<file path="src/rtl/clk_div_pkg.sv">
`default_nettype none
// ============================================================================
// Module   : clk_div_pkg
// Purpose  : Shared divide type, minimum ratio and ratio clamp for clk_div_multi.
// Revision : 1.0 - initial release
// ============================================================================
package clk_div_pkg;

  localparam int          c_DIV_W_DEF = 8;
  localparam int unsigned c_MIN_DIV   = 2;

  typedef logic [c_DIV_W_DEF-1:0] div_t;

  // Ratios below 2 cannot form a high and a low phase, so they are raised to 2.
  function automatic int unsigned clamp_div(input int unsigned v);
    return (v < c_MIN_DIV) ? c_MIN_DIV : v;
  endfunction

endpackage
`default_nettype wire

</file>
<file path="src/rtl/clk_div_chan.sv">
`default_nettype none
// ============================================================================
// Module   : clk_div_chan
// Purpose  : One divider channel: counter, active/pending ratio, registered outputs.
// Revision : 1.0 - initial release
// ============================================================================
module clk_div_chan #(
  parameter int DIV_W       = 8,
  parameter int DEFAULT_DIV = 4
) (
  input  logic             clkIn,
  input  logic             reset_n,
  input  logic             en,
  input  logic             sync,
  input  logic             wr,
  input  logic [DIV_W-1:0] wr_val,
  output logic             clk_out,
  output logic             tick,
  output logic             pending
);

  localparam logic [DIV_W-1:0] c_DEF = DIV_W'(DEFAULT_DIV);

  logic             r_run;
  logic [DIV_W-1:0] r_cnt;
  logic [DIV_W-1:0] r_div;
  logic [DIV_W-1:0] r_pdiv;
  logic             r_pend;
  logic             r_clk;
  logic             r_tick;

  logic             w_wrap;
  logic             w_restart;
  logic [DIV_W-1:0] w_cnt_inc;
  logic [DIV_W:0]   w_twice;
  logic [DIV_W-1:0] w_next_div;

  assign w_wrap     = (r_cnt == r_div - DIV_W'(1));
  assign w_restart  = !r_run || sync || w_wrap;
  assign w_cnt_inc  = r_cnt + DIV_W'(1);
  // c < ceil(D/2) is the same test as 2c < D, which avoids the rounding term.
  assign w_twice    = {w_cnt_inc, 1'b0};
  assign w_next_div = wr ? wr_val : (r_pend ? r_pdiv : r_div);

  always_ff @(posedge clkIn) begin
    if (!reset_n) begin
      r_run  <= 1'b0;
      r_cnt  <= '0;
      r_div  <= c_DEF;
      r_pdiv <= c_DEF;
      r_pend <= 1'b0;
      r_clk  <= 1'b0;
      r_tick <= 1'b0;
    end else if (!en) begin
      // Idle has no period boundary, so any new or waiting ratio lands now.
      r_run  <= 1'b0;
      r_cnt  <= '0;
      r_clk  <= 1'b0;
      r_tick <= 1'b0;
      r_div  <= w_next_div;
      r_pend <= 1'b0;
    end else if (w_restart) begin
      r_run  <= 1'b1;
      r_cnt  <= '0;
      r_clk  <= 1'b1;
      r_tick <= 1'b1;
      r_div  <= w_next_div;
      r_pend <= 1'b0;
    end else begin
      r_cnt  <= w_cnt_inc;
      r_clk  <= (w_twice < {1'b0, r_div});
      r_tick <= 1'b0;
      if (wr) begin
        r_pdiv <= wr_val;
        r_pend <= 1'b1;
      end
    end
  end

  assign clk_out = r_clk;
  assign tick    = r_tick;
  assign pending = r_pend;

endmodule
`default_nettype wire

</file>
<file path="src/rtl/clk_div_multi.sv">
`default_nettype none
// ============================================================================
// Module   : clk_div_multi
// Purpose  : NUM_OUT runtime-programmable clock dividers with tick strobes and sync.
// Revision : 1.0 - initial release
// ============================================================================
module clk_div_multi
  import clk_div_pkg::*;
#(
  parameter  int NUM_OUT     = 4,
  parameter  int DIV_W       = 8,
  parameter  int DEFAULT_DIV = 4,
  localparam int SEL_W       = (NUM_OUT > 1) ? $clog2(NUM_OUT) : 1
) (
  input  logic               clkIn,
  input  logic               reset_n,
  input  logic [NUM_OUT-1:0] en,
  input  logic               sync,
  input  logic               div_wr,
  input  logic [SEL_W-1:0]   div_sel,
  input  logic [DIV_W-1:0]   div_val,
  output logic [NUM_OUT-1:0] clkOut,
  output logic [NUM_OUT-1:0] tick,
  output logic [NUM_OUT-1:0] pending
);

  logic [DIV_W-1:0] w_val_clamped;

  assign w_val_clamped = DIV_W'(clamp_div(32'(div_val)));

  // An out-of-range div_sel matches no index, so the write is dropped.
  for (genvar i = 0; i < NUM_OUT; i++) begin : g_chan
    logic w_wr;

    assign w_wr = div_wr && (div_sel == SEL_W'(i));

    clk_div_chan #(
      .DIV_W       (DIV_W),
      .DEFAULT_DIV (DEFAULT_DIV)
    ) u_chan (
      .clkIn   (clkIn),
      .reset_n (reset_n),
      .en      (en[i]),
      .sync    (sync),
      .wr      (w_wr),
      .wr_val  (w_val_clamped),
      .clk_out (clkOut[i]),
      .tick    (tick[i]),
      .pending (pending[i])
    );
  end

endmodule
`default_nettype wire
</file>
<file path="config.mk">
export PLATFORM = sky130hd
export DESIGN_NAME = clk_div_multi
export DESIGN_NICKNAME = d
export VERILOG_FILES = /design/src/rtl/clk_div_pkg.sv /design/src/rtl/clk_div_chan.sv /design/src/rtl/clk_div_multi.sv
export SDC_FILE = /design/constraint.sdc
export NUM_CORES = 1
export LEC_CHECK = 0
export CAP_MARGIN = 30
export CORE_ASPECT_RATIO = 1.25
export CORE_MARGIN = 2
export CORE_UTILIZATION = 55
export CTS_BUF_LIST = sky130_fd_sc_hd__clkbuf_16
export DETAILED_ROUTE_END_ITERATION = 12
export GPL_TIMING_DRIVEN = 0
export PLACE_DENSITY = 0.74
export SLEW_MARGIN = 30
export SYNTH_ARGS = -nofsm -noshare
export SYNTH_HDL_FRONTEND = slang
export SYNTH_SLANG_ARGS = --single-unit
</file>
<file path="constraint.sdc">
create_clock -name clkIn -period 3.2 [get_ports clkIn]
set_input_delay 0.48 -clock clkIn [delete_from_list [all_inputs] [get_ports clkIn]]
set_output_delay 0.48 -clock clkIn [all_outputs]
set_load 0.02 [all_outputs]
</file>
# Word level (Yosys, flattened, before mapping)
# Cells that the tools add are included.
[word_totals] register_bits=112 latch_bits=0 mem_bits_rw=0 rom_bits=0 inputBits=18 output_inout_bits=12 elab_cells=115 n_memories=0
[classes] n_addsub=8 n_mul=0 div_mod_pow=0 magnitude_cmp=5 n_eq_ne=11 shifts=0 n_mux=25 n_bitwise=9 n_reduce_logical=29
[op_table] op="$mux 8" count=17
[op_table] op="$lt 9x8->1" count=4
[op_table] op="$add 8x1->8 const B" count=4
[op_table] op="$eq 8x8->1" count=4
[op_table] op="$sub 8x1->8 const B" count=4
[op_table] op="$reduce_and 3->1" count=4
[op_table] op="$reduce_or 3->1" count=4
[op_table] op="$not 1->1" count=9
[op_table] op="$logic_or 1x1->1" count=8
[op_table] op="$lt 8x2->1 const B" count=1
[op_table] op="$mux 1" count=8
[op_table] op="$ne 2x1->1 const B" count=4
[op_table] op="$reduce_and 2->1" count=4
[op_table] op="$eq 2x2->1 const B" count=2
[op_table] op="$logic_and 1x1->1" count=4
[op_table] op="$logic_not 1->1" count=4
[op_table] op="$eq 2x1->1 const B" count=1
[op_table] op="$logic_not 2->1" count=1

# Depth between registers and ports, before layout
# Gate-level depths: netlist of run 1.
[depth] ltp_word=5 mapped_depth=11 mapped_depth_nobuf=9

# By module
# From an unflattened synthesis of run 1, not the netlist that was laid out.
[unflattened] hier_cells=744 hier_area_um2=6555.0
[modules_own_cells] mod="clk_div_chan" instances=4 cells_per_inst=182 area_per_inst_um2=1616.6 seq_area_each_um2=560.5
[modules_own_cells] mod="clk_div_multi" instances=1 cells_per_inst=16 area_per_inst_um2=88.8 seq_area_each_um2=0.0

# Worst setup path after synthesis of run 1
# OpenSTA, ideal clock, no wires.
[synth_timing] kind="reg-to-reg" start="reg g_chan[1].u_chan.r_div[0]" end="reg g_chan[1].u_chan.r_div[2]" setup_ps=120 arrival_time_ps=2379 required_time_ps=3080 path_slack_ps=702 stages_incl_launch_ff=11 path_buffers=1 period_less_slack_ps=2498 path_cell_list="dfxtp_1 -> inv_1 -> ha_1 -> o21ba_2 -> a221oi_1 -> a41o_1 -> o2111ai_1 -> a41oi_1 -> clkbuf_1 -> nand3_1 -> o31a_1"
[synth_via] elab_chain_cells=4
[synth_lines] element="start, declared" line="clk_div_chan.sv:26" text="logic [DIV_W-1:0] r_div;"
[synth_lines] element="start signal, assigned" line="clk_div_chan.sv:60" text="r_div <= w_next_div;"
[synth_lines] element="start signal, assigned" line="clk_div_chan.sv:67" text="r_div <= w_next_div;"
[synth_lines] element="$sub 8x1->8" line="clk_div_chan.sv:38" text="assign w_wrap = (r_cnt == r_div - DIV_W'(1));"
[synth_lines] element="$eq 8x8->1" line="clk_div_chan.sv:38"
[synth_lines] element="$logic_or 1x1->1" line="clk_div_chan.sv:39" text="assign w_restart = !r_run || sync || w_wrap;"
[synth_lines] element="$ne 2x1->1 (no line)"
# No other way between the ends.
# A chain may end at the register's enable or synchronous reset.

# Worst setup path after layout of run 1
# Same ends and word-level chain as after synthesis.

==> results of run 1 <==
==> layout make-up <==
class,count,area (um2),area share
multi-input cells,527,3580,0.516
repair buffers,28,280,0.0404
inverters,43,161,0.0233
well taps,135,169,0.0243
clock buffers,9,225,0.0324
plain buffers,41,214,0.0308
flip-flops and latches,112,2240,0.323
clock inverters,7,63.8,0.00919
==> power by group through the flow <==
stage | Sequential [uW] | Combinational, uW | Clock [uW]
after floorplan | 1460 | 166 | 0
after global placement | 1470 | 247 | 0
after detailed placement | 1470 | 254 | 0
after CTS | 1430 | 256 | 1120
after global routing | 1440 | 283 | 1190
final | 1430 | 256 | 1110
==> Yosys cell counts, types with 4 or more instances <==
cell	number	area share
o21ai_0	14	0.011
ha_1	36	0.073
inv_1	42	0.025
and3_1	34	0.034
o2111ai_1	4	0.0056
o31ai_1	4	0.0048
o21ai_1	14	0.011
nor2_1	58	0.035
nand4_1	4	0.0040
nor3_1	9	0.0073
a21oi_1	13	0.010
clkbuf_1	22	0.013
xor2_1	23	0.032
a211oi_1	16	0.019
mux2i_1	44	0.071
a21o_1	8	0.0097
buf_4	13	0.016
dfxtp_1	112	0.36
mux2_2	6	0.011
o31a_1	4	0.0056
nand3b_1	4	0.0048
xnor2_1	40	0.056
nand2_1	100	0.061
nand3_1	37	0.030
==> cells in the final DEF, fill, tap and decap left out, types with 3 or more instances in the layout <==
| cell type | instances |
|---|---|
| a211oi_1 | 16 |
| a21o_1 | 8 |
| a21oi_1 | 13 |
| a31o_2 | 3 |
| a31oi_1 | 3 |
| and3_1 | 34 |
| buf_2 | 3 |
| buf_4 | 13 |
| clkbuf_1 | 22 |
| clkbuf_16 | 9 |
| clkdlybuf4s50_1 | 28 |
| dfxtp_1 | 112 |
| ha_1 | 36 |
| inv_1 | 43 |
| mux2_2 | 6 |
| mux2i_1 | 44 |
| nand2_1 | 100 |
| nand3_1 | 37 |
| nand3b_1 | 4 |
| nand4_1 | 4 |
| nor2_1 | 58 |
| nor2b_1 | 3 |
| nor3_1 | 9 |
| nor3b_1 | 3 |
| nor4_1 | 3 |
| o2111ai_1 | 4 |
| o21a_1 | 3 |
| o21ai_0 | 14 |
| o21ai_1 | 14 |
| o31a_1 | 4 |
| o31ai_1 | 4 |
| xnor2_1 | 40 |
| xor2_1 | 23 |
==> state kept, by name, indices dropped and copies added, names as in the netlist <==
name	count
g_chan.u_chan.r_cnt	32
g_chan.u_chan.r_div	32
g_chan.u_chan.r_pdiv	32
g_chan.u_chan.clk_out	4
g_chan.u_chan.pending	4
g_chan.u_chan.r_run	4
g_chan.u_chan.tick	4
==> cells by family after synthesis <==
logic type / after synthesis / share of synthesized area
xor+xnor: 64 / 0.0928
mux: 51 / 0.0837
fa+ha+maj: 36 / 0.0726
simple gates: 272 / 0.207
buf+inv: 84 / 0.0605
compound gates: 104 / 0.122
flops: 112 / 0.362
==> worst register-to-register path, cell delays in order (launching register included) <==
cell	delay [ps]
dfxtp_1	410
inv_1	90
ha_1	270
o21ba_2	220
a221oi_1	280
a41o_1	120
o2111ai_1	160
a41oi_1	550
clkbuf_1	390
nand3_1	130
o31a_1	130
==> routing by layer <==
layer,wire length (um),global-route usage
met1,6240,0.293
met2,6720,0.396
met3,353,0.0359
met4,325,0.0959
met5,0,0
==> through the flow <==
step | util | instances | hold slack, ps | setup WS [ps]
floorplan | - | 723 | 437 | 702
global placement | 0.603 | 886 | 445 | 380
detailed placement | 0.603 | 886 | 452 | 321
CTS | 0.629 | 902 | 462 | 306
global route | 0.629 | 902 | 491 | 23.2
finish | 0.629 | 902 | 463 | 335
==> worst paths after layout <==
| path | startpoint | end | slack [ps] | depth (start not counted) |
|---|---|---|---|---|
| worst max-delay path | g_chan[1].u_chan.r_div[0]$_SDFFE_PN0P_ | g_chan[1].u_chan.r_div[2]$_SDFFE_PN1P_ | 330 | 10 |
| worst min-delay path | g_chan[0].u_chan.r_pdiv[0]$_SDFFE_PN0P_ | g_chan[0].u_chan.r_pdiv[0]$_SDFFE_PN0P_ | 460 | 2 |
| worst max register to register | g_chan[1].u_chan.r_div[0]$_SDFFE_PN0P_ | g_chan[1].u_chan.r_div[2]$_SDFFE_PN1P_ | 330 | 10 |
| worst min register to register | g_chan[0].u_chan.r_pdiv[0]$_SDFFE_PN0P_ | g_chan[0].u_chan.r_pdiv[0]$_SDFFE_PN0P_ | 460 | 2 |
==> impl_metrics.ini, run 1 <==
[finish]
num_antenna_cells = 0
fin_area_um2 = 6940
area_growth_pct = 11.9
fin_nets = 816
fillers = 950
drive_above_1_share = 0.0639

[grt]
grt_max_degree = 18
antenna_found_initial = 0
grt_pass1_wl_um = 22800
grt_use_total = 0.232
grt_overflow_total = 0
grt_pass1_vias = 4819

[sta]
drv_slew = 0
fin_setup_tns_ps = 0
tightest_slew_ps = 718
period_share = 0.895
fin_crit_ps = 2870
clock_skew_ps = 6.04
slew_headroom = 0.521
finalSetupViolations = 0
finalHoldViolations = 0
fmax_ghz = 0.349
rsz0062_at_grt = no

[critical_path]
start_kind = register
endpoint_kind = register
crit_path_top_delay_cell = a41oi_1
arrival_ps = 3110
critPathMaxStageDelay_ps = 550
critical_path_buf_inv_count = 2
required_ps = 3440
critPathKind = reg -> reg
critPathMaxFanout = 10
critPathTopFamily = compound AO/OA/AOI/OAI gates
path_cells = inv_1 -> ha_1 -> o21ba_2 -> a221oi_1 -> a41o_1 -> o2111ai_1 -> a41oi_1 -> clkbuf_1 -> nand3_1 -> o31a_1

[synth]
syn_avg_cell_area_um2 = 8.58
syn-cell-area_um2 = 6200
syn_inst = 723
synth_cell_types = 63
synth_nets = 777
synth_edf_count = 0
synth_ff_type = dfxtp_1
async_reset_ff_frac = 0
ys_seq_area_frac = 0.362
ys_ff_latch = 112
yosys_warnings = 0

[die]
fp.dieW_um = 99.0
rows = 43
initial_utilization = 0.562
core_area_um2 = 11000
dieArea_um2 = 12100
io_pins = 30
die_y_um = 123

[route]
drt_wl_total_um = 13600
avgRoutedWirePerCell_um = 15.1
drc_errors = 0
via_count = 5071
ant_nets = 0
vias_per_cell = 5.62
dr.first_iter.drc_count = 164
drt_pass1_iterations = 5

[clock_network]
cts_tree = yes
cts_resized = 0
clk_pin_slew_ps = 70
holdBufCountCts = 0
clkLatencyLatePin_ps = 350
clock_sinks = 112
cts_buffers = 9
cts_buffer_depth = 2
post-cts-setup-buffer-count = 0
htree_levels = 3
cts_root_buffer = clkbuf_16

[power_and_ir_drop]
total_power_uw = 2800
intPower_uw = 2120
p_comb_frac = 0.091
p_sw_frac = 0.243
seq_power_share = 0.512
switching_power_uw = 680
p_leak_uw = 0.00304
ir_drop_v = 0.000211
pwr-share-clk = 0.397
p_per_area_nw_per_um2 = 404

[placement]
placed_area_um2 = 6650
dpl.hpwl_um = 10300
io_buffer_count = 28
place.gp.congestion = 0.837

[outcome]
outcome = completed

[flow_run]
drv_cap = 0

[hold_path]
worst_hold_path_type = reg -> reg
Power figures use the tool's default switching activity.
==> run 2: changes to the inputs <==
PLACE_DENSITY = 0.77   (was 0.74)
clock period = 2.5 ns   (was 3.2 ns; I/O delays follow)
==> run 2 against run 1 <==
  * First-iteration DRC count is 53% higher
  * Register-to-register slack got worse by 300 ps
  * Fmax rose by 16%
  * Wire length rose by 6.3%
  * Via count up 3.9%
  * Critical path depth shrank 1
  * Critical path type unchanged
  * Largest power group unchanged
==> impl_metrics.ini, run 2 (synthesized netlist as in run 1, its figures left out) <==
[placement]
dp.cells = 886
dp_slack_ps = -401
io_buffer_count = 28
place.gp.congestion = 0.836
dpl.hpwl_um = 10400

[sta]
finalHoldViolations = 0
slew_headroom = 0.537
clock_skew_ps = 6.23
tightest_slew_ps = 695
period_share = 0.988
fin_ws_ps = 30.6
rsz0062_at_grt = yes
fin_crit_ps = 2470
fmax_ghz = 0.405
finalSetupViolations = 0
drv_slew = 0
whs_ps = 462

[route]
drc_errors = 0
drt_pass1_iterations = 7
drt_wl_total_um = 14500
dr.first_iter.drc_count = 251
vias_per_cell = 5.78
via_count = 5268
avgRoutedWirePerCell_um = 15.9
ant_nets = 0

[critical_path]
crit_path_top_delay_cell = or3_4
r2r_cells = 9
critPathKind = reg -> reg
critPathMaxFanout = 10
r2r_start = g_chan[0].u_chan.r_div[0]$_SDFFE_PN0P_
required_ps = 2730
path_cells = or3_4 -> buf_4 -> o31ai_1 -> a2111oi_4 -> a311oi_4 -> nand3_4 -> buf_4 -> nand3_1 -> o21ai_1
endpoint_kind = register
start_kind = register
worstReg2RegEnd = g_chan[0].u_chan.r_pdiv[7]$_SDFFE_PN0P_
r2r_slack_ps = 30
arrival_ps = 2700
cp_common_cell = buf_4
critical_path_buf_inv_count = 2
critPathMaxStageDelay_ps = 390
critPathTopFamily = compound AO/OA/AOI/OAI gates

[clock_network]
clock_sinks = 112
htree_levels = 3
clk_pin_slew_ps = 70
cts_root_buffer = clkbuf_16
cts_tree = yes
holdBufCountCts = 0
cts_buffer_depth = 2
clkLatencyLatePin_ps = 350
cts_buffers = 9

[die]
dieArea_um2 = 12100
rows = 43
io_pins = 30
initial_utilization = 0.562
core_area_um2 = 11000
fp.dieW_um = 99.0
die_y_um = 123

[grt]
grt_pass1_vias = 4989
grt_pass1_wl_um = 23100
antenna_found_initial = 0
grt_use_total = 0.235
grt_overflow_total = 0
grt_max_degree = 17

[finish]
drive_above_1_share = 0.120
area_growth_pct = 16.3
fillers = 879
reg_top3 = g_chan.u_chan.r_cnt: 32 flops, g_chan.u_chan.r_div: 32 flops, g_chan.u_chan.r_pdiv: 32 flops
fin_nets = 828
layout_commonest_cell = dfxtp_1
most-common-layout-cells = 105 x dfxtp_1, 99 x nand2_1, 58 x nor2_1
num_antenna_cells = 0
stdcell_count = 912

[power_and_ir_drop]
p_comb_frac = 0.100
intPower_uw = 2720
p_per_area_nw_per_um2 = 498
switching_power_uw = 871
seq_power_share = 0.511
pwr-share-clk = 0.388
ir_drop_v = 0.000286
p_sw_frac = 0.243
p_leak_uw = 0.00315

[hold_path]
hold_path_depth = 2
worst_hold_path_type = reg -> reg
hold_start = g_chan[0].u_chan.r_pdiv[4]$_SDFFE_PN0P_
holdPathEnd = g_chan[0].u_chan.r_pdiv[4]$_SDFFE_PN0P_

[outcome]
outcome = completed

[flow_run]
drv_cap = 0
[run 2: how the worst max path moves through the flow]
| stage | from | endpoint | slack [ps] | cells after the start |
|---|---|---|---|---|
| after floorplan | g_chan[1].u_chan.r_div[0]$_SDFFE_PN0P_ | g_chan[1].u_chan.r_div[2]$_SDFFE_PN1P_ | 2 | 10 |
| after global placement | g_chan[1].u_chan.r_div[0]$_SDFFE_PN0P_ | g_chan[1].u_chan.r_div[2]$_SDFFE_PN1P_ | -330 | 10 |
| after detailed placement | g_chan[1].u_chan.r_div[0]$_SDFFE_PN0P_ | g_chan[1].u_chan.r_div[2]$_SDFFE_PN1P_ | -400 | 10 |
| after CTS | g_chan[0].u_chan.r_div[0]$_SDFFE_PN0P_ | g_chan[0].u_chan.r_div[3]$_SDFFE_PN0P_ | 3 | 8 |
| after global routing | g_chan[0].u_chan.r_div[0]$_SDFFE_PN0P_ | g_chan[0].u_chan.r_div[0]$_SDFFE_PN0P_ | -50 | 8 |
| final | g_chan[0].u_chan.r_div[0]$_SDFFE_PN0P_ | g_chan[0].u_chan.r_pdiv[7]$_SDFFE_PN0P_ | 30 | 9 |
[run 2: what timing repair did]
action                                  CTS  global route
cloned                                    1             0
pin swaps                                 7             9
buffers inserted                          6             7
resized for setup                        18            27
endpoints found under the setup margin   50            67
hold endpoints to repair                  0             0
[run 2: through the flow]
step / power (uW) / area, um2 / utilization / setup TNS [ps]
floorplan: 2080 / 6200 / - / 0
CTS: 3580 / 7060 / 0.640 / 0
global placement: 2190 / 6650 / 0.603 / -4020
detailed placement: 2200 / 6650 / 0.603 / -6410
global route: 3700 / 7210 / 0.654 / -197
finish: 3590 / 7210 / 0.654 / 0
[run 2: layout make-up]
class | count | area [um2] | share of cell area
sequential | 112 | 2250 | 0.312
inverter | 43 | 161 | 0.0224
clock buffer | 9 | 225 | 0.0312
multi-input combinational | 527 | 3740 | 0.518
clock inverter | 5 | 50.0 | 0.00694
timing repair buffer | 42 | 395 | 0.0548
buffer | 39 | 220 | 0.0305
tap | 135 | 169 | 0.0234
[run 2: layer usage]
metal  vias up  part of all wire  global-route usage
met4         0             0.029               0.104
met5         -                 0                   0
li1       2599                 -                   -
met3        36             0.036              0.0410
met2       124              0.51               0.411
met1      2509              0.43               0.283
[run 2: worst min-delay path, cell delays in order (launching register included)]
cell	delay, ps
dfxtp_1	310
nand3_1	60
o21ai_1	50
[run 2: power groups by stage]
stage / logic (uW) / clock network (uW) / registers [uW]
CTS: 343 / 1410 / 1840
floorplan: 212 / 0 / 1870
global route: 391 / 1470 / 1840
global placement: 315 / 0 / 1880
detailed placement: 326 / 0 / 1880
finish: 361 / 1390 / 1840
==> run 3: changes to the inputs <==
SLEW_MARGIN = not set   (was 30)
==> results of run 3 <==
The final DEF is identical to that of run 2; final timing and power are the same.
